<file path="config.mk">
export PLATFORM = sky130hd
export DESIGN_NAME = sdu_uart_rx
export DESIGN_NICKNAME = d
export VERILOG_FILES = /design/src/rtl/sdu_uart_pkg.sv /design/src/rtl/sdu_baud_tick.sv /design/src/rtl/sdu_uart_rx.sv
export SDC_FILE = /design/constraint.sdc
export NUM_CORES = 1
export LEC_CHECK = 0
export CAP_MARGIN = 10
export CORE_MARGIN = 2
export CORE_UTILIZATION = 58
export DETAILED_ROUTE_END_ITERATION = 8
export PLACE_DENSITY = 0.79
export SYNTH_ARGS = -nofsm -noshare
export SYNTH_HDL_FRONTEND = slang
export SYNTH_HIERARCHICAL = 1
export SYNTH_SLANG_ARGS = --single-unit
</file>
<file path="constraint.sdc">
create_clock -name clk -period 2.35 [get_ports clk]
set_input_delay 0.3525 -clock clk [delete_from_list [all_inputs] [get_ports clk]]
set_output_delay 0.3525 -clock clk [all_outputs]
set_load 0.02 [all_outputs]
</file>
<file path="src/rtl/sdu_uart_pkg.sv">
// Shared definitions for the serial debug unit UART: state encoding,
// oversample constants, sample positions and the baud divisor helper.
// Pure declarations; no logic and no ports.
package sdu_uart_pkg;

  typedef enum logic [2:0] {
    IDLE,
    START,
    DATA,
    STOP,
    WAIT_HI
  } rx_state_t;

  // Oversample factor is fixed; it is not a module parameter.
  localparam int unsigned OS = 16;

  // Oversample slots used for the three-sample majority vote.
  localparam logic [3:0] SAMP_A = 4'd7;
  localparam logic [3:0] SAMP_B = 4'd8;
  localparam logic [3:0] SAMP_C = 4'd9;

  // Baud-tick divisor: floor(clk_hz / (baud * OS)). Must come out >= 2.
  function automatic int unsigned calc_div(input int unsigned clk_hz,
                                           input int unsigned baud);
    return clk_hz / (baud * OS);
  endfunction

  function automatic logic maj3(input logic a, input logic b, input logic c);
    return (a & b) | (a & c) | (b & c);
  endfunction

endpackage

</file>
<file path="src/rtl/sdu_baud_tick.sv">
// Oversample tick generator: free-running counter 0..DIV-1, one-cycle tick at DIV-1.
// Latency: tick is combinational from the count register.
// Backpressure: none; runs continuously after reset.
// Ports: clk (system clock), rst (sync active-high), tick (1-cycle enable).
module sdu_baud_tick #(
  parameter int unsigned DIV = 651
) (
  input  logic clk,
  input  logic rst,
  output logic tick
);

  localparam int unsigned CW = $clog2(DIV);
  localparam logic [CW-1:0] LAST = CW'(DIV - 1);

  logic [CW-1:0] cnt;

  assign tick = (cnt == LAST);

  always_ff @(posedge clk) begin
    if (rst) begin
      cnt <= '0;
    end else if (tick) begin
      cnt <= '0;
    end else begin
      cnt <= cnt + CW'(1);
    end
  end

endmodule

</file>
<file path="src/rtl/sdu_uart_rx.sv">
// 8N1 UART receiver: 16x oversampling, 3-sample majority, one-entry output buffer.
// Latency: byte valid 1 cycle after the stop-bit decision tick; ferr/ovr likewise.
// Backpressure: vld/rdy buffer; a new byte while full and not accepted is dropped with ovr.
// Ports: clk, rst (sync active-high), rxd (async line, idles high),
//        d_rx/vld_rx/rdy_rx (byte handshake), ferr (bad stop bit), ovr (byte dropped).
module sdu_uart_rx
  import sdu_uart_pkg::*;
#(
  parameter int unsigned CLK_HZ = 100_000_000,
  parameter int unsigned BAUD   = 9600
) (
  input  logic       clk,
  input  logic       rst,
  input  logic       rxd,
  output logic [7:0] d_rx,
  output logic       vld_rx,
  input  logic       rdy_rx,
  output logic       ferr,
  output logic       ovr
);

  localparam int unsigned DIV = calc_div(CLK_HZ, BAUD);

  logic      rx_meta;
  logic      rxs;
  logic      tick;

  rx_state_t state, state_nxt;
  logic [3:0] os_cnt, os_nxt;
  logic [3:0] bit_idx, bit_nxt;   // counts to 8 so "all data bits taken" is visible
  logic [7:0] shreg, shreg_nxt;
  logic       samp_a, samp_a_nxt;
  logic       samp_b, samp_b_nxt;
  logic       bit_val;
  logic       deliver;
  logic       frame_err;

  // Two-flop synchronizer; resets to the idle line level so reset never
  // looks like a start edge by itself.
  always_ff @(posedge clk) begin
    if (rst) begin
      rx_meta <= 1'b1;
      rxs     <= 1'b1;
    end else begin
      rx_meta <= rxd;
      rxs     <= rx_meta;
    end
  end

  sdu_baud_tick #(.DIV(DIV)) u_tick (
    .clk  (clk),
    .rst  (rst),
    .tick (tick)
  );

  // Third sample is the live synchronized line on the decision tick.
  assign bit_val = maj3(samp_a, samp_b, rxs);

  always_comb begin
    state_nxt  = state;
    os_nxt     = os_cnt;
    bit_nxt    = bit_idx;
    shreg_nxt  = shreg;
    samp_a_nxt = samp_a;
    samp_b_nxt = samp_b;
    deliver    = 1'b0;
    frame_err  = 1'b0;
    if (tick) begin
      if (state != IDLE) os_nxt = os_cnt + 4'd1;
      if (os_cnt == SAMP_A) samp_a_nxt = rxs;
      if (os_cnt == SAMP_B) samp_b_nxt = rxs;
      case (state)
        IDLE: begin
          if (!rxs) begin
            state_nxt = START;
            os_nxt    = 4'd0;
          end
        end
        START: begin
          if (os_cnt == SAMP_C) begin
            if (!bit_val) begin
              state_nxt = DATA;
              bit_nxt   = 4'd0;
            end else begin
              state_nxt = IDLE;   // glitch, silently ignored
            end
          end
        end
        DATA: begin
          if (os_cnt == SAMP_C && bit_idx != 4'd8) begin
            shreg_nxt = {bit_val, shreg[7:1]};   // LSB arrives first
            bit_nxt   = bit_idx + 4'd1;
          end else if (os_cnt == 4'd15 && bit_idx == 4'd8) begin
            state_nxt = STOP;
          end
        end
        STOP: begin
          // Good stop: return to IDLE mid-stop-bit so a back-to-back start
          // edge is not missed.
          if (os_cnt == SAMP_C) begin
            if (bit_val) begin
              deliver   = 1'b1;
              state_nxt = IDLE;
            end else begin
              frame_err = 1'b1;
              state_nxt = WAIT_HI;
            end
          end
        end
        WAIT_HI: begin
          if (rxs) state_nxt = IDLE;
        end
        default: state_nxt = IDLE;
      endcase
    end
  end

  always_ff @(posedge clk) begin
    if (rst) begin
      state   <= IDLE;
      os_cnt  <= 4'd0;
      bit_idx <= 4'd0;
      shreg   <= 8'd0;
      samp_a  <= 1'b0;
      samp_b  <= 1'b0;
      d_rx    <= 8'd0;
      vld_rx  <= 1'b0;
      ferr    <= 1'b0;
      ovr     <= 1'b0;
    end else begin
      state   <= state_nxt;
      os_cnt  <= os_nxt;
      bit_idx <= bit_nxt;
      shreg   <= shreg_nxt;
      samp_a  <= samp_a_nxt;
      samp_b  <= samp_b_nxt;
      ferr    <= frame_err;
      ovr     <= 1'b0;
      if (deliver) begin
        // Same-cycle accept frees the slot, so the new byte replaces it.
        if (!vld_rx || rdy_rx) begin
          d_rx   <= shreg;
          vld_rx <= 1'b1;
        end else begin
          ovr <= 1'b1;
        end
      end else if (vld_rx && rdy_rx) begin
        vld_rx <= 1'b0;
      end
    end
  end

endmodule

</file>
==> flow_summary.json <==
{
  "diodes": 0,
  "yosys.area.top_type": "dfxtp_1",
  "clk_pin_slew_ps": 90,
  "drtIter0Drc": 72,
  "synthMuxAreaShare_pct": 7.26,
  "drive_gt1_share_pct": 11.4,
  "netlist_instances": 225,
  "syn_avg_cell_area_um2": 9.50,
  "die_area_um2": 4190,
  "via_per_inst": 5.63,
  "pwr_density_cell_nw_per_um2": 550,
  "ant_nets": 0,
  "rsz0062_at_grt": "false",
  "pre_cts_ws_ps": 188,
  "antenna_found_initial": 0,
  "cts_buffers": 5,
  "maxCapViolCount": 0,
  "area_delta_synth_final_pct": 8.78,
  "via_count": 1598,
  "cts.sinks": 44,
  "peakVddDrop_mv": 0.461,
  "htreeDepth": 2,
  "io_pins": 15,
  "p_switching_mw": 0.278,
  "synth-main-ff-cell": "dfxtp_1",
  "timing.setup.tns_ps": 0,
  "worst_pin_slew_ps": 543,
  "syn_area_um2": 2140,
  "synth_fa_ha_area_share_pct": 4.63,
  "cpMaxStageDelayCell": "or3_1",
  "cts_setup_buffers": 0,
  "setup_violations": 0,
  "async_flop_share_pct": 0,
  "crit_arrival_ps": 2270,
  "tritoncts": "yes",
  "max_clock_freq_mhz": 478,
  "crit_path_max_incr_delay_ps": 520,
  "post-dp-hpwl_mm": 2.55,
  "root_buffer": "clkbuf_8",
  "grt_pass1_vias": 1500,
  "crit_required_ps": 2530,
  "worstPathCellList": "nor4b_2, and4_1, nand2_1, or3_1, o31ai_1, a21oi_1",
  "slew_viol_final": 0,
  "startpoint_type": "flop",
  "grt_overflow": 0,
  "io_buffers": 14,
  "status": "complete, no violations",
  "grtUsageTotal_pct": 19.7,
  "start_util_pct": 59.3,
  "p_sw_share_pct": 21.7,
  "synthXorXnorAreaFrac_pct": 1.64,
  "die_y_um": 64.7,
  "drt-total-wl_mm": 3.65,
  "setup_slack_ps": 259,
  "drc": 0,
  "power.leakage_nw": 0.857,
  "critPathLaunch": "u_tick/cnt[4]",
  "p_int_mw": 1.00,
  "path_max_fanout": 9,
  "ys_warn_count": 6,
  "endpoint_kind": "flop",
  "fin_crit_sh_pct": 89.0,
  "pwr-share-seq_pct": 59.2,
  "clock_power_share_pct": 38.4,
  "synth_top_family_by_area": "simple AND/OR/NAND/NOR gates",
  "hold_class": "flop to flop",
  "synth_top_area_share_pct": 41.2,
  "synth_nets": 236,
  "grt_max_degree": 39,
  "r2r-start": "u_tick/cnt[4]",
  "synth.distinct_cells": 52,
  "synth_area_leaders": "dfxtp_1, mux2i_1, ha_1",
  "critPathKind": "flop to flop",
  "cts_hold_buf": 0,
  "wl_per_cell_um": 12.9,
  "ys_seq_area_share_pct": 41.2,
  "finish.utilization_pct": 64.5,
  "gp_congestion": 0.803,
  "fin_crit_ps": 2090,
  "synth_edf_count": 0,
  "clock_path_buffers": 2,
  "grt_pass1_wl_mm": 6.58,
  "final_hold_viol_count": 0,
  "ys_ff_latch": 44,
  "firstDrtPassIters": 4,
  "synth-compound-area-share_pct": 13.8,
  "synthSimpleGateAreaFrac_pct": 22.9,
  "p_comb_share_pct": 2.4,
  "clk_latency_ps": 300,
  "fin_worst_skew_ps": 10.0,
  "rows": 22,
  "final_nets": 246,
  "max-slew-margin-rel_pct": 63.7,
  "core_area_um2": 3610,
  "min_from": "rx_meta",
  "die_w_um": 64.7
}
[synthesized netlist by cell type, drive strengths merged (2+ instances only)]
cell type  count
dfxtp         44
ha             7
nor2b          4
mux2           4
xnor2          3
nand4         11
inv           11
o31ai          9
nor2          23
or2            2
nand2          4
nor3           4
nand3         10
and2b          2
a22oi          3
buf            8
nand2b         4
o21ai          7
nand3b         3
a21oi         18
o41ai          2
nor4b          2
mux2i         11
or3            6
clkbuf         5
[layout by cell type (no fill, tap or decap), types with 3 or more instances in the layout]
cell type and instances:
nand3b_1 3, or3_1 6, nand3_1 10, ha_1 7, mux2_2 3, buf_4 3
xnor2_1 3, a22oi_1 3, nand2_1 4, clkdlybuf4s50_1 14, o31ai_1 9, nand4_1 10
inv_1 11, dfxtp_1 44, a21oi_1 17, clkbuf_8 6, o21ai_0 5, nand2b_1 3
nor2b_1 4, mux2i_1 11, nor2_1 23
[registers in the layout, summed over array words and instances (netlist names)]
signal,cells
u_tick/cnt,10
d_rx,8
shreg,8
bit_idx,4
os_cnt,4
state,3
ferr,1
ovr,1
rx_meta,1
rxs,1
samp_a,1
samp_b,1
vld_rx,1
[kinds of logic after synthesis]
logic type / Yosys count
muxes: 15
AOI/OAI and AO/OA: 45
and+or+nand+nor: 83
buffers and inverters: 26
adders and majority gates: 8
DFF: 44
xor gates and xnor gates: 4
[metrics by stage]
stage / hold WS [ps] / instance area, um2 / instances / total power, mW
finish: 414 / 2320 / 284 / 1.28
floorplan: 389 / 2140 / 225 / 0.800
CTS: 417 / 2320 / 284 / 1.29
detailed placement: 396 / 2220 / 276 / 0.805
global route: 432 / 2320 / 284 / 1.33
global placement: 393 / 2220 / 276 / 0.805
[final cells by class]
type                       instances  area, um2
timing repair buffer              17        163
fill                             312       1280
clock inverter                     2       15.0
sequential                        44        881
multi-input combinational        155       1080
inverter                          12       45.0
clock buffer                       6       82.6
tap                               48       60.1
[worst max-delay path: cells and delay by family (launching register included)]
| kind | cells | cell delay, ps |
|---|---|---|
| AND/OR/NAND/NOR | 4 | 1230 |
| AO/OA/AOI/OAI | 2 | 380 |
| flip-flops | 1 | 360 |
[power groups by stage]
stage | Sequential, mW | Combinational [mW] | Clock (mW)
after floorplan | 0.773 | 0.0261 | 0
after global placement | 0.774 | 0.0306 | 0
after detailed placement | 0.775 | 0.0307 | 0
after CTS | 0.757 | 0.0308 | 0.503
after global routing | 0.758 | 0.0343 | 0.538
final | 0.757 | 0.0309 | 0.491
[timing repair]
action                                  4_1_cts  5_1_grt
endpoints found under the setup margin        0        5
endpoints found under the hold margin         0        0
gates resized for setup                       0        1
[layer usage]
metal  up-vias  part of all wire [%]  global-route usage (%)
li1        832                     -                       -
met1       744                    52                    28.0
met2        15                    43                    28.7
met3         7                   2.4                    3.65
met4         0                   2.1                    9.57
met5         -                     0                       0
[final timing paths]
check / to / slack (ps) / cells after the start
hold reg to reg: rxs / 410 / 1
hold / removal: rxs / 410 / 1
setup / recovery: d_rx[4] / 260 / 6
setup reg to reg: d_rx[4] / 260 / 6
Note: power is estimated with default switching activity, not from simulation.
